### src/rtl/cprv_fetch_pkg.sv
// Shared types and helpers for the instruction-fetch front end.
// Latency: n/a (types and constants only).
// Backpressure: n/a.
//
// fetch_entry_t carries a {pc, instr} pair from imem to decode. Its pc field
// is FETCH_PC_W bits wide, so PC_WIDTH of the fetch unit may not exceed it.
package cprv_fetch_pkg;

  localparam int INSTR_BYTES = 4;
  localparam int FETCH_PC_W  = 32;

  typedef struct packed {
    logic [FETCH_PC_W-1:0] pc;
    logic [31:0]           instr;
  } fetch_entry_t;

  // Read/write pointer width: index bits plus one wrap bit. Never returns
  // less than 2, so the index slice [PTR_W-2:0] is always legal.
  function automatic int fetch_ptr_w(input int depth);
    return (depth < 2) ? 2 : $clog2(depth) + 1;
  endfunction

endpackage

### src/rtl/cprv_fetch_fifo.sv
// Synchronous FIFO with a single-cycle flush, power-of-2 DEPTH.
// Latency: a push is visible at o_pop_dat / o_empty on the following cycle.
// Backpressure: a push while full is ignored unless a pop happens in the same cycle.
//
// Ports:
//   clk, rst      clock, synchronous active-high reset
//   i_flush       empties the FIFO at the next edge (wins over push/pop)
//   i_push/_dat   write request and data
//   i_pop         consume the head entry (ignored when empty)
//   o_pop_dat     head entry, valid whenever o_empty=0
//   o_empty       no entries held
//   o_count       number of entries held (0..DEPTH)
module cprv_fetch_fifo
  import cprv_fetch_pkg::*;
#(
  parameter int  DEPTH = 4,
  parameter type T     = fetch_entry_t,
  parameter int  PTR_W = fetch_ptr_w(DEPTH)
) (
  input  logic             clk,
  input  logic             rst,
  input  logic             i_flush,
  input  logic             i_push,
  input  T                 i_push_dat,
  input  logic             i_pop,
  output T                 o_pop_dat,
  output logic             o_empty,
  output logic [PTR_W-1:0] o_count
);

  localparam int IDX_W = PTR_W - 1;

  T                 r_mem [DEPTH];
  logic [PTR_W-1:0] r_wr_ptr;
  logic [PTR_W-1:0] r_rd_ptr;
  logic             w_full;
  logic             w_do_push;
  logic             w_do_pop;

  // Equal pointers mean empty; equal index with differing wrap bit means full.
  assign o_empty   = (r_wr_ptr == r_rd_ptr);
  assign w_full    = (r_wr_ptr[IDX_W] != r_rd_ptr[IDX_W]) &&
                     (r_wr_ptr[IDX_W-1:0] == r_rd_ptr[IDX_W-1:0]);
  assign o_count   = r_wr_ptr - r_rd_ptr;
  assign w_do_pop  = i_pop && !o_empty;
  assign w_do_push = i_push && (!w_full || w_do_pop);
  assign o_pop_dat = r_mem[r_rd_ptr[IDX_W-1:0]];

  always_ff @(posedge clk) begin
    if (rst || i_flush) begin
      r_wr_ptr <= '0;
      r_rd_ptr <= '0;
    end else begin
      if (w_do_push) r_wr_ptr <= r_wr_ptr + PTR_W'(1);
      if (w_do_pop)  r_rd_ptr <= r_rd_ptr + PTR_W'(1);
    end
  end

  // Storage needs no reset: nothing is read until the pointers say it was written.
  always_ff @(posedge clk) begin
    if (w_do_push) r_mem[r_wr_ptr[IDX_W-1:0]] <= i_push_dat;
  end

endmodule

### src/rtl/cprv_fetch_unit.sv
// Instruction-fetch front end: owns the PC, requests imem words, buffers {pc, instr} for decode.
// Latency: request handshake in cycle N, imem data in N+1, valid_dec in N+2 at the earliest.
// Backpressure: requests are issued only while a buffer slot is guaranteed for every reply, so ready_if stays 1.
//
// Optional feature macro: CPRV_FETCH_PERF_EN adds perf_fetch_cnt, perf_flush_cnt
// and perf_stall_cnt outputs. Without it the core behaviour is identical.
//
// Ports:
//   clk, rst                    clock, synchronous active-high reset
//   valid_imem/ready_imem       address request channel, instr_addr_imem = pc
//   valid_if/ready_if           imem read-data channel carrying instr_data_imem
//   valid_dec/ready_dec         decode channel carrying instr_dec / pc_dec
//   redirect_valid/redirect_pc  one-cycle flush and jump to redirect_pc with bits [1:0] cleared
//   perf_*                      wrapping event counters (CPRV_FETCH_PERF_EN only)
module cprv_fetch_unit
  import cprv_fetch_pkg::*;
#(
  parameter int                  PC_WIDTH        = 32,
  parameter logic [PC_WIDTH-1:0] RESET_PC        = '0,
  parameter int                  FIFO_DEPTH      = 4,
  parameter int                  MAX_OUTSTANDING = 2
) (
  input  logic                clk,
  input  logic                rst,
  output logic                valid_imem,
  input  logic                ready_imem,
  output logic [PC_WIDTH-1:0] instr_addr_imem,
  input  logic                valid_if,
  output logic                ready_if,
  input  logic [31:0]         instr_data_imem,
  output logic                valid_dec,
  input  logic                ready_dec,
  output logic [31:0]         instr_dec,
  output logic [PC_WIDTH-1:0] pc_dec,
  input  logic                redirect_valid,
  input  logic [PC_WIDTH-1:0] redirect_pc
`ifdef CPRV_FETCH_PERF_EN
  ,
  output logic [63:0]         perf_fetch_cnt,
  output logic [31:0]         perf_flush_cnt,
  output logic [63:0]         perf_stall_cnt
`endif
);

  localparam int BUF_PW = fetch_ptr_w(FIFO_DEPTH);
  localparam int TAG_PW = fetch_ptr_w(MAX_OUTSTANDING);
  localparam int OUT_W  = $clog2(MAX_OUTSTANDING + 1);

  logic [PC_WIDTH-1:0] r_pc;
  logic [OUT_W-1:0]    r_outstanding;
  logic [OUT_W-1:0]    r_discard;
  logic [OUT_W-1:0]    w_out_next;
  logic                w_req_fire;
  logic                w_keep;
  logic                w_pop;
  logic                w_buf_empty;
  logic [BUF_PW-1:0]   w_buf_count;
  logic                w_tag_empty;
  logic [TAG_PW-1:0]   w_tag_count;
  logic [PC_WIDTH-1:0] w_tag_pc;
  fetch_entry_t        w_push_ent;
  fetch_entry_t        w_head_ent;

  // Every reply has a reserved buffer slot, so replies are never refused.
  assign ready_if = 1'b1;

  // Credit rule: in-flight requests plus buffered entries never exceed the
  // buffer depth. Replies that will be discarded still hold their credit,
  // which is conservative but keeps the rule a simple sum.
  assign valid_imem = !rst && !redirect_valid &&
                      (int'(r_outstanding) < MAX_OUTSTANDING) &&
                      (int'(w_tag_count) < MAX_OUTSTANDING) &&
                      ((int'(r_outstanding) + int'(w_buf_count)) < FIFO_DEPTH);
  assign instr_addr_imem = r_pc;

  assign w_req_fire = valid_imem && ready_imem;
  assign w_out_next = r_outstanding + OUT_W'(w_req_fire) - OUT_W'(valid_if);

  // A reply is kept only if it belongs to the current fetch stream: no stale
  // replies left to drop, and not arriving in a redirect cycle.
  assign w_keep = valid_if && (r_discard == '0) && !redirect_valid && !w_tag_empty;
  assign w_pop  = valid_dec && ready_dec;

  always_ff @(posedge clk) begin
    if (rst) begin
      r_pc          <= RESET_PC;
      r_outstanding <= '0;
      r_discard     <= '0;
    end else begin
      r_outstanding <= w_out_next;
      if (redirect_valid) begin
        r_pc      <= redirect_pc & ~PC_WIDTH'(3);
        // Everything still in flight after this cycle belongs to the old stream.
        r_discard <= w_out_next;
      end else begin
        if (w_req_fire) r_pc <= r_pc + PC_WIDTH'(INSTR_BYTES);
        if (valid_if && (r_discard != '0)) r_discard <= r_discard - OUT_W'(1);
      end
    end
  end

  // Addresses of issued requests, in order; the head tags the next kept reply.
  cprv_fetch_fifo #(
    .DEPTH (MAX_OUTSTANDING),
    .T     (logic [PC_WIDTH-1:0])
  ) u_tag_q (
    .clk        (clk),
    .rst        (rst),
    .i_flush    (redirect_valid),
    .i_push     (w_req_fire),
    .i_push_dat (r_pc),
    .i_pop      (w_keep),
    .o_pop_dat  (w_tag_pc),
    .o_empty    (w_tag_empty),
    .o_count    (w_tag_count)
  );

  always_comb begin
    w_push_ent       = '0;
    w_push_ent.pc    = FETCH_PC_W'(w_tag_pc);
    w_push_ent.instr = instr_data_imem;
  end

  cprv_fetch_fifo #(
    .DEPTH (FIFO_DEPTH),
    .T     (fetch_entry_t)
  ) u_instr_buf (
    .clk        (clk),
    .rst        (rst),
    .i_flush    (redirect_valid),
    .i_push     (w_keep),
    .i_push_dat (w_push_ent),
    .i_pop      (w_pop),
    .o_pop_dat  (w_head_ent),
    .o_empty    (w_buf_empty),
    .o_count    (w_buf_count)
  );

  assign valid_dec = !w_buf_empty;
  assign instr_dec = w_head_ent.instr;
  assign pc_dec    = PC_WIDTH'(w_head_ent.pc);

`ifdef CPRV_FETCH_PERF_EN
  logic [63:0] r_perf_fetch;
  logic [31:0] r_perf_flush;
  logic [63:0] r_perf_stall;

  always_ff @(posedge clk) begin
    if (rst) begin
      r_perf_fetch <= '0;
      r_perf_flush <= '0;
      r_perf_stall <= '0;
    end else begin
      if (w_pop)                       r_perf_fetch <= r_perf_fetch + 64'd1;
      if (redirect_valid)              r_perf_flush <= r_perf_flush + 32'd1;
      if (!valid_dec && !redirect_valid) r_perf_stall <= r_perf_stall + 64'd1;
    end
  end

  assign perf_fetch_cnt = r_perf_fetch;
  assign perf_flush_cnt = r_perf_flush;
  assign perf_stall_cnt = r_perf_stall;
`endif

endmodule

### config.mk
export PLATFORM = sky130hd
export DESIGN_NAME = cprv_fetch_unit
export DESIGN_NICKNAME = d
export VERILOG_FILES = /design/src/rtl/cprv_fetch_pkg.sv /design/src/rtl/cprv_fetch_fifo.sv /design/src/rtl/cprv_fetch_unit.sv
export SDC_FILE = /design/constraint.sdc
export NUM_CORES = 1
export LEC_CHECK = 0
export BUFFER_PORTS_ARGS = -buffer_cell sky130_fd_sc_hd__buf_2
export CAP_MARGIN = 20
export CORE_ASPECT_RATIO = 0.9
export CORE_MARGIN = 2
export CORE_UTILIZATION = 40
export CTS_CLUSTER_SIZE = 25
export DETAILED_ROUTE_END_ITERATION = 8
export PLACE_DENSITY = 0.54
export SETUP_SLACK_MARGIN = 0.2
export SYNTH_ARGS = -nofsm -noshare
export SYNTH_HDL_FRONTEND = slang
export SYNTH_SLANG_ARGS = --single-unit
### constraint.sdc
create_clock -name clk -period 4.6 [get_ports clk]
set_input_delay 0.46 -clock clk [delete_from_list [all_inputs] [get_ports clk]]
set_output_delay 0.46 -clock clk [all_outputs]
set_load 0.01 [all_outputs]
==> metrics.csv <==
metric,value,unit
die_width,199.9,um
regArea,10200,um^2
final_common_cell,edfxtp_1,
std_cell_rows,64,
finalCritPeriodShare,0.8224,
clockBufferDepth,3,
synth_area,13820,um^2
critPathLaunchType,register,
max_freq,0.2643,GHz
worst_slew_pin_slew,0.9185,ns
mostFrequentLayoutCells,"edfxtp_1, buf_2, mux4_2",
drtIter0Drc,382,
antenna_left,0,
finalSetupViolCount,0,
first_global_vias,7486,
grt_use_total,0.1633,
hp-class,input pin to register,
vias_per_cell,5.161,
crit_type,register to register,
grt_setup_unrepaired,false,
slew_headroom,0.3870,
grt_pass1_wl,44500,um
slew_violations,0,
start_util,0.4061,
peakVddDrop,0.2280,mV
synth.yosys.warnings,0,
cts_sinks,355,
worst_hold_slack,0.1530,ns
tns,0,ns
htree_num_levels,2,
synth_top_cell_by_area,edfxtp_1,
p_leak,0.005553,uW
async_flop_share,0,
multi_input_area,3422,um^2
antenna_found_initial,0,
synth_seq_area_share,0.7373,
synth_edf_count,308,
syn_area_per_cell,18.21,um^2
cts_hold_buf,0,
synth_cells,759,
ys_ff_latch,355,
synth_flop_cell,edfxtp_1,
gp_congestion,0.7842,
synth.top_cell.area_share,0.6692,
clk_pin_slew,0.06,ns
dpl.hpwl,18430,um
drc,0,
die_h,180.3,um
clk_latency,0.53,ns
grt-ovfl-total,0,
core_area,34030,um^2
drtPass1Iterations,4,
cts_buffers,40,
ys_types,58,
post-cts-setup-buffers,0,
crit_path_end_kind,register,
routed_wl,29200,um
maxCapViolCount,0,
cts_tree,done,
cp_max_fo,16,
io_buffers,161,
root_buffer,clkbuf_16,
p_per_area,419.2,nW/um^2
finalNetCount,1029,
wl_per_cell,20.37,um
finalCriticalPeriod,3.783,ns
nFillCells,2868,
skew,0.01904,ns
cts_resized,0,
die-area,36060,um^2
status,"complete, no violations",
grt_max_degree,46,
ys_top_cells_by_area,"edfxtp_1, mux4_2, dfxtp_1",
n_antenna_cell,0,
drive_gt1_frac,0.3481,
critPathRequiredTime,4.98,ns
hold_viol,0,
io_pins,169,
via_count,7395,
area_growth_syn_to_layout,19.71,%
cp_data_arrival_time,4.16,ns
[synthesized netlist by cell type (3+ instances only)]
| master | n |
|---|---|
| nor2b_1 | 3 |
| a211oi_1 | 5 |
| a31oi_1 | 8 |
| xor2_1 | 10 |
| and2_1 | 5 |
| or3_1 | 5 |
| nand4_1 | 14 |
| inv_1 | 18 |
| dfxtp_1 | 47 |
| o21ai_0 | 6 |
| nor4_1 | 4 |
| or4_1 | 7 |
| mux2_2 | 31 |
| buf_4 | 5 |
| clkbuf_1 | 21 |
| buf_2 | 3 |
| edfxtp_1 | 308 |
| nand2_1 | 37 |
| xnor2_1 | 10 |
| a21oi_1 | 16 |
| nor2_1 | 34 |
| o22ai_1 | 4 |
| ha_1 | 13 |
| nor3_1 | 4 |
| nand3_1 | 17 |
| buf_1 | 8 |
| nand2b_1 | 3 |
| a311oi_1 | 5 |
| o311ai_0 | 5 |
| nand3b_1 | 4 |
| mux4_2 | 62 |
[final cells by class]
| type | count | share of cell area |
|---|---|---|
| clock buffers | 54 | 0.06617 |
| clock inverters | 14 | 0.01195 |
| inverters | 19 | 0.004311 |
| multi-input cells | 351 | 0.2068 |
| flip-flops and latches | 355 | 0.6164 |
| well taps | 462 | 0.03494 |
| repair buffers | 178 | 0.05944 |
[registers in the layout, indices dropped and copies added, names as in the netlist, named ones only]
register and flops:
instr_addr_imem 30, r_discard 2, r_outstanding 2, u_instr_buf.r_mem 248
u_instr_buf.r_rd_ptr 3, u_instr_buf.r_wr_ptr 3, u_tag_q.r_mem 60, u_tag_q.r_rd_ptr 2
u_tag_q.r_wr_ptr 2
[cells by family after synthesis]
kind of cell	count (synthesis)	synth area share
other	2	0.0005434
muxes	94	0.1270
and+or+nand+nor	149	0.05577
adders and majority gates	14	0.01322
AOI/OAI and AO/OA	67	0.03332
xor gates and xnor gates	22	0.01602
buffers and inverters	56	0.01684
DFF	355	0.7373
[metal layers]
| metal | global-route usage | vias up | routed length [um] |
|---|---|---|---|
| li1 | - | 3414 | - |
| met4 | 0.05748 | 0 | 913 |
| met2 | 0.2589 | 215 | 13580 |
| met1 | 0.2249 | 3706 | 13110 |
| met3 | 0.03238 | 60 | 1595 |
| met5 | 0 | - | 0 |
[stage by stage]
stage	setup WS, ns	instance area [um^2]	util	total power, uW	cells
after floorplan	0.5065	13830	-	3752	762
after global placement	0.8610	15250	0.4482	3863	1365
after detailed placement	0.8097	15250	0.4482	3867	1365
after CTS	0.7999	16540	0.4861	7024	1433
after global routing	0.5348	16540	0.4861	7172	1433
final	0.8171	16540	0.4861	6936	1433
[path summary, 6_finish.rpt]
| path | startpoint | end | slack, ns | cells after the start |
|---|---|---|---|---|
| min | instr_data_imem[4] | u_instr_buf.r_mem[3][4] | 0.15 | 1 |
| max | u_instr_buf.r_wr_ptr[0] | r_discard[1] | 0.82 | 17 |
| max reg2reg | u_instr_buf.r_wr_ptr[0] | r_discard[1] | 0.82 | 17 |
| min reg2reg | u_instr_buf.r_rd_ptr[1] | register | 0.50 | 2 |
[worst max-delay path, cell delays in order, from the launching register on]
cell and delay [ns]:
dfxtp_1 0.40, inv_1 0.11, ha_1 0.18, inv_1 0.06
fa_1 0.41, ha_1 0.18, or4_1 0.44, nor4_4 0.16
and2_2 0.37, inv_2 0.21, ha_1 0.32, inv_1 0.04
ha_1 0.17, xor2_1 0.15, xnor2_1 0.17, nor2_1 0.07
a21oi_1 0.15, nor2_1 0.05
[power by group]
part           internal (uW)  switching [uW]  leakage, uW  total (uW)
registers               3530            43.2      0.00317        3580
logic                   88.3             135      0.00175         223
clock network           1940            1200     0.000628        3140
Note: power is estimated with default switching activity, not from simulation.
